File: src/rtl/memory_arbiter.sv
// memory_arbiter
//
// Shares one single-ported memory between CHANNELS requesting masters. One
// access is issued per cycle. Grant is combinational from the request vector
// and a registered round-robin pointer, or uses fixed priority where the
// lowest channel index wins. Read grants are tracked through a tag pipeline
// READ_LATENCY stages deep, so each returning word is steered back to the
// channel that issued it, in issue order.
//
// Ports
//   clock               system clock, all state updates on its rising edge
//   reset               synchronous active-high reset
//   request             [CHANNELS]      per-channel request, held until granted
//   write_enable        [CHANNELS]      per-channel access type, 1 = write
//   address             [CHANNELS*AW]   channel k at [k*AW +: AW]
//   write_data          [CHANNELS*DW]   channel k at [k*DW +: DW]
//   grant               [CHANNELS]      one-hot or zero, access issued this cycle
//   read_valid          [CHANNELS]      one-hot or zero, read_data belongs to bit k
//   read_data           [DW]            shared read result
//   memory_write_enable                 memory write strobe
//   memory_address      [AW]            memory address
//   memory_write_data   [DW]            memory write data
//   memory_read_data    [DW]            memory read data, READ_LATENCY cycles after issue

module memory_arbiter #(
  parameter int DATA_WIDTH     = 16,
  parameter int ADDRESS_WIDTH  = 16,
  parameter int CHANNELS       = 2,
  parameter int READ_LATENCY   = 1,
  parameter int FIXED_PRIORITY = 0
) (
  input  logic                              clock,
  input  logic                              reset,
  input  logic [CHANNELS-1:0]               request,
  input  logic [CHANNELS-1:0]               write_enable,
  input  logic [CHANNELS*ADDRESS_WIDTH-1:0] address,
  input  logic [CHANNELS*DATA_WIDTH-1:0]    write_data,
  output logic [CHANNELS-1:0]               grant,
  output logic [CHANNELS-1:0]               read_valid,
  output logic [DATA_WIDTH-1:0]             read_data,
  output logic                              memory_write_enable,
  output logic [ADDRESS_WIDTH-1:0]          memory_address,
  output logic [DATA_WIDTH-1:0]             memory_write_data,
  input  logic [DATA_WIDTH-1:0]             memory_read_data
);

  localparam int INDEX_WIDTH = $clog2(CHANNELS);
  localparam logic [INDEX_WIDTH:0] CHANNEL_COUNT = (INDEX_WIDTH + 1)'(CHANNELS);
  localparam logic [INDEX_WIDTH-1:0] LAST_CHANNEL = INDEX_WIDTH'(CHANNELS - 1);
  localparam int LAST_STAGE = READ_LATENCY - 1;

  logic [INDEX_WIDTH-1:0]  rr_pointer;
  logic [INDEX_WIDTH-1:0]  scan_base;
  logic [2*CHANNELS-1:0]   request_twice;
  logic [CHANNELS-1:0]     rotated_request;
  logic [INDEX_WIDTH-1:0]  winner_offset;
  logic [INDEX_WIDTH:0]    winner_sum;
  logic [INDEX_WIDTH-1:0]  winner_index;
  logic [INDEX_WIDTH-1:0]  next_pointer;
  logic                    grant_active;
  logic                    granted_read;

  logic [READ_LATENCY-1:0] tag_valid;
  logic [INDEX_WIDTH-1:0]  tag_channel [READ_LATENCY];

  // Fixed priority is a round-robin scan that always starts at channel 0.
  assign scan_base       = (FIXED_PRIORITY != 0) ? '0 : rr_pointer;
  assign request_twice   = {request, request};
  assign rotated_request = request_twice[scan_base +: CHANNELS];

  // Downward scan so the lowest set bit of the rotated vector wins.
  always_comb begin
    winner_offset = '0;
    for (int j = CHANNELS - 1; j >= 0; j--) begin
      if (rotated_request[j]) winner_offset = INDEX_WIDTH'(j);
    end
  end

  // Undo the rotation: winner = (base + offset) mod CHANNELS.
  always_comb begin
    winner_sum = {1'b0, scan_base} + {1'b0, winner_offset};
    if (winner_sum >= CHANNEL_COUNT) winner_sum = winner_sum - CHANNEL_COUNT;
  end

  assign winner_index = winner_sum[INDEX_WIDTH-1:0];
  assign grant_active = (|request) && !reset;
  assign granted_read = grant_active && !write_enable[winner_index];
  assign next_pointer = (winner_index == LAST_CHANNEL) ? '0 : winner_index + 1'b1;
  assign grant        = grant_active ? (CHANNELS'(1) << winner_index) : '0;

  // The granted channel drives the memory port; an idle port is all zero.
  always_comb begin
    memory_write_enable = 1'b0;
    memory_address      = '0;
    memory_write_data   = '0;
    for (int k = 0; k < CHANNELS; k++) begin
      if (grant[k]) begin
        memory_write_enable = write_enable[k];
        memory_address      = address[k*ADDRESS_WIDTH +: ADDRESS_WIDTH];
        memory_write_data   = write_data[k*DATA_WIDTH +: DATA_WIDTH];
      end
    end
  end

  // The pointer only moves on a grant and never moves in fixed-priority mode.
  always_ff @(posedge clock) begin
    if (reset) begin
      rr_pointer <= '0;
    end else if ((FIXED_PRIORITY == 0) && grant_active) begin
      rr_pointer <= next_pointer;
    end
  end

  // Valid bits are reset so reads in flight at reset are dropped.
  always_ff @(posedge clock) begin
    if (reset) begin
      tag_valid <= '0;
    end else begin
      tag_valid[0] <= granted_read;
      for (int s = 1; s < READ_LATENCY; s++) begin
        tag_valid[s] <= tag_valid[s-1];
      end
    end
  end

  // Channel indices are only meaningful alongside a valid bit, so no reset.
  always_ff @(posedge clock) begin
    tag_channel[0] <= winner_index;
    for (int s = 1; s < READ_LATENCY; s++) begin
      tag_channel[s] <= tag_channel[s-1];
    end
  end

  always_comb begin
    read_valid = '0;
    read_data  = '0;
    if (!reset && tag_valid[LAST_STAGE]) begin
      read_valid[tag_channel[LAST_STAGE]] = 1'b1;
      read_data = memory_read_data;
    end
  end

endmodule

File: config.mk
export PLATFORM = sky130hd
export DESIGN_NAME = memory_arbiter
export DESIGN_NICKNAME = d
export VERILOG_FILES = /design/src/rtl/memory_arbiter.sv
export SDC_FILE = /design/constraint.sdc
export NUM_CORES = 1
export LEC_CHECK = 0
export BUFFER_PORTS_ARGS = -buffer_cell sky130_fd_sc_hd__buf_2
export CORE_MARGIN = 8
export CORE_UTILIZATION = 36
export DETAILED_ROUTE_END_ITERATION = 7
export PLACE_DENSITY = 0.85
export RECOVER_POWER = 25
export SYNTH_ARGS = -nofsm -noshare
export SYNTH_HDL_FRONTEND = slang
export SYNTH_SLANG_ARGS = --single-unit
File: constraint.sdc
create_clock -name clock -period 1.1 [get_ports clock]
set_input_delay 0.055 -clock clock [delete_from_list [all_inputs] [get_ports clock]]
set_output_delay 0.055 -clock clock [all_outputs]
set_load 0.01 [all_outputs]
==> impl_metrics.py <==
metrics = {
    "yosys": {
        "avgSynthCellArea_um2": 8.81,
        "yosysSeqAreaShare_pct": 4.46,
        "synth_fp_nets": 239,
        "syn_area_um2": 1350,
        "netlist-cell-type-count": 22,
        "ys_ff_latch": 3,
        "ys_warn_count": 0,
        "synth_cells": 153,
    },
    "cts": {
        "cts_max_path_buffers": 2,
        "htree_levels": 1,
        "cts_buffers": 3,
        "cts_tree": "yes",
        "clk_pin_slew_worst_paths_ns": 0.03,
        "cts_root_buffer": "clkbuf_8",
        "clk_latency_ns": 0.22,
        "holdBufCountCts": 0,
        "clock_sink_count": 3,
    },
    "timing": {
        "fmax_mhz": 768,
        "period_share_pct": 118,
        "worstMarginPinSlew_ns": 0.242,
        "clock_skew_ns": 0.00192,
        "fin_ws_ns": -0.203,
        "timing.hold.ws_ns": 0.0951,
        "final.min_clock_period_ns": 1.30,
        "rsz0062_at_grt": "yes",
        "hold_viol_final": 0,
        "setup_violations": 35,
        "slew_viol_final": 0,
        "slew_headroom_pct": 83.8,
    },
    "placed_design": {
        "dp.cells": 329,
        "post-dp-hpwl_mm": 4.17,
        "port_buffers": 138,
        "routabilityCongestion": 0.757,
    },
    "layout": {
        "final_nets": 378,
        "synthToLayoutAreaGrowth_pct": 67.0,
        "layout-drive-gt1-share_pct": 68.4,
        "final_cells": 339,
        "num_antenna_cells": 0,
    },
    "critical_path": {
        "required_ns": 1.04,
        "crit_type": "reg -> out",
        "slowest_delay_ns": 0.35,
        "crit_fanout": 11,
        "crit_arrival_ns": 1.25,
        "worstPathCellList": "a21bo_4 > buf_6 > o32ai_2 > buf_2",
        "cp_slowest_cell": "dfxtp_4",
        "startpoint_type": "register",
        "cp-end-kind": "output port",
    },
    "floorplan": {
        "die_width_um": 77.2,
        "coreArea_um2": 3630,
        "initial_core_util_pct": 37.1,
        "die_area_um2": 5960,
        "die_h_um": 77.2,
        "ios": 139,
        "row_count": 22,
    },
    "global_route": {
        "grt_pass1_wl_mm": 7.87,
        "grt_pass1_vias": 1721,
        "gr-total-overflow": 0,
        "grt_max_degree": 74,
        "grtUsageTotal_pct": 15.3,
        "antenna_found_initial": 0,
    },
    "worst_hold_path": {
        "min_path_type": "in -> reg",
    },
    "pwr": {
        "ir_worst_vdd_v": 0.000389,
        "p_leak_nw": 1.10,
        "p_per_area_nw_per_um2": 569,
    },
    "status": {
        "outcome": "complete, but fails checks",
        "violations": "setup timing",
    },
    "detailed_routing": {
        "firstDrtPassIters": 4,
        "wl_mm": 5.11,
        "vias": 1640,
        "drc": 0,
        "vias_per_cell": 4.84,
        "drtIter0Drc": 50,
        "drtAntennaViolNets": 0,
        "wl_per_cell_um": 15.1,
    },
    "job": {
        "drv_cap": 0,
    },
}
-- routing by layer --
layer	up-vias	GRT usage, %	wire length, um
met3	2	5.13	423
met1	745	15.5	1930
li1	823	-	-
met2	70	29.1	2730
met4	0	3.40	27
met5	-	0	0
-- sequential cells by signal, summed over array words and instances (netlist names) --
signal       count
tag_valid        1
rr_pointer       1
tag_channel      1
-- cell usage after synthesis, drive strengths merged --
library cell | n | share of area [%]
nand2b | 66 | 31
maj3 | 1 | 0.74
clkbuf | 7 | 2.0
inv | 2 | 0.56
dfxtp | 3 | 4.5
a21bo | 1 | 0.74
or2 | 2 | 0.93
a211oi | 1 | 0.56
and2 | 17 | 7.9
nor3 | 1 | 0.37
nor2b | 3 | 2.1
o32ai | 34 | 38
buf | 13 | 10
nor2 | 2 | 0.56
-- kinds of logic (layout without fill, tap and decap cells) --
family | Yosys count | after routing | share of synthesized area (%)
buffers and inverters | 22 | 157 | 12.7
AND/OR/NAND/NOR | 91 | 94 | 42.5
adder cells (fa/ha/maj) | 1 | 1 | 0.743
AO/OA/AOI/OAI | 36 | 36 | 39.6
flip-flops | 3 | 3 | 4.46
-- area by class of cell --
class,instances,area (um^2)
clock buffers,4,45.0
fillers,341,1380
inverters,2,7.51
multi-input cells,131,1200
flip-flops and latches,3,65.1
well taps,48,60.1
repair buffers,151,872
-- cell usage in the layout, fill, tap and decap left out, types with 2 or more instances in the layout --
master / n
clkbuf_8: 3
nor2_1: 2
nand2b_1: 66
nor2b_4: 5
buf_4: 4
or2_2: 2
o32ai_2: 33
buf_6: 5
and2_1: 16
buf_12: 5
buf_2: 137
-- worst paths after layout --
path | to | cells after the start | start | slack (ns)
min reg2reg | rr_pointer | 2 | rr_pointer | 0.58
min | rr_pointer | 2 | request[1] | 0.1
max | memory_address[10] | 4 | rr_pointer | -0.20
max reg2reg | tag_valid | 3 | rr_pointer | 0.14
-- where the power goes --
group / internal, mW / switching, mW
Combinational: 0.440 / 0.390
Clock: 0.248 / 0.0763
Sequential: 0.119 / 0.00842
-- critical path, delay by kind of cell (launching register included) --
| family | cells | cell delay [ns] |
|---|---|---|
| flip-flops | 1 | 0.35 |
| AO/OA/AOI/OAI | 2 | 0.35 |
| buffers and inverters | 2 | 0.33 |
-- through the flow --
step                setup slack, ns  TNS [ns]  util (%)  area [um^2]  power (mW)
floorplan                    0.0377         0         -         1350       0.606
global placement            -0.0235   -0.0287      56.8         2060       0.881
detailed placement          -0.0763     -1.93      56.8         2060       0.903
CTS                          -0.208     -6.16      59.5         2160        1.26
global route                 -0.249     -8.15      61.9         2250        1.37
finish                       -0.203     -6.34      61.9         2250        1.28
-- timing repair --
action                     4_1_cts  5_1_grt
buffers inserted                 1        2
cloned                           1        2
pin swaps                        0        2
setup endpoints to repair       53       53
gates resized for setup         10       11
No activity file was read; power rests on OpenSTA's default activity.
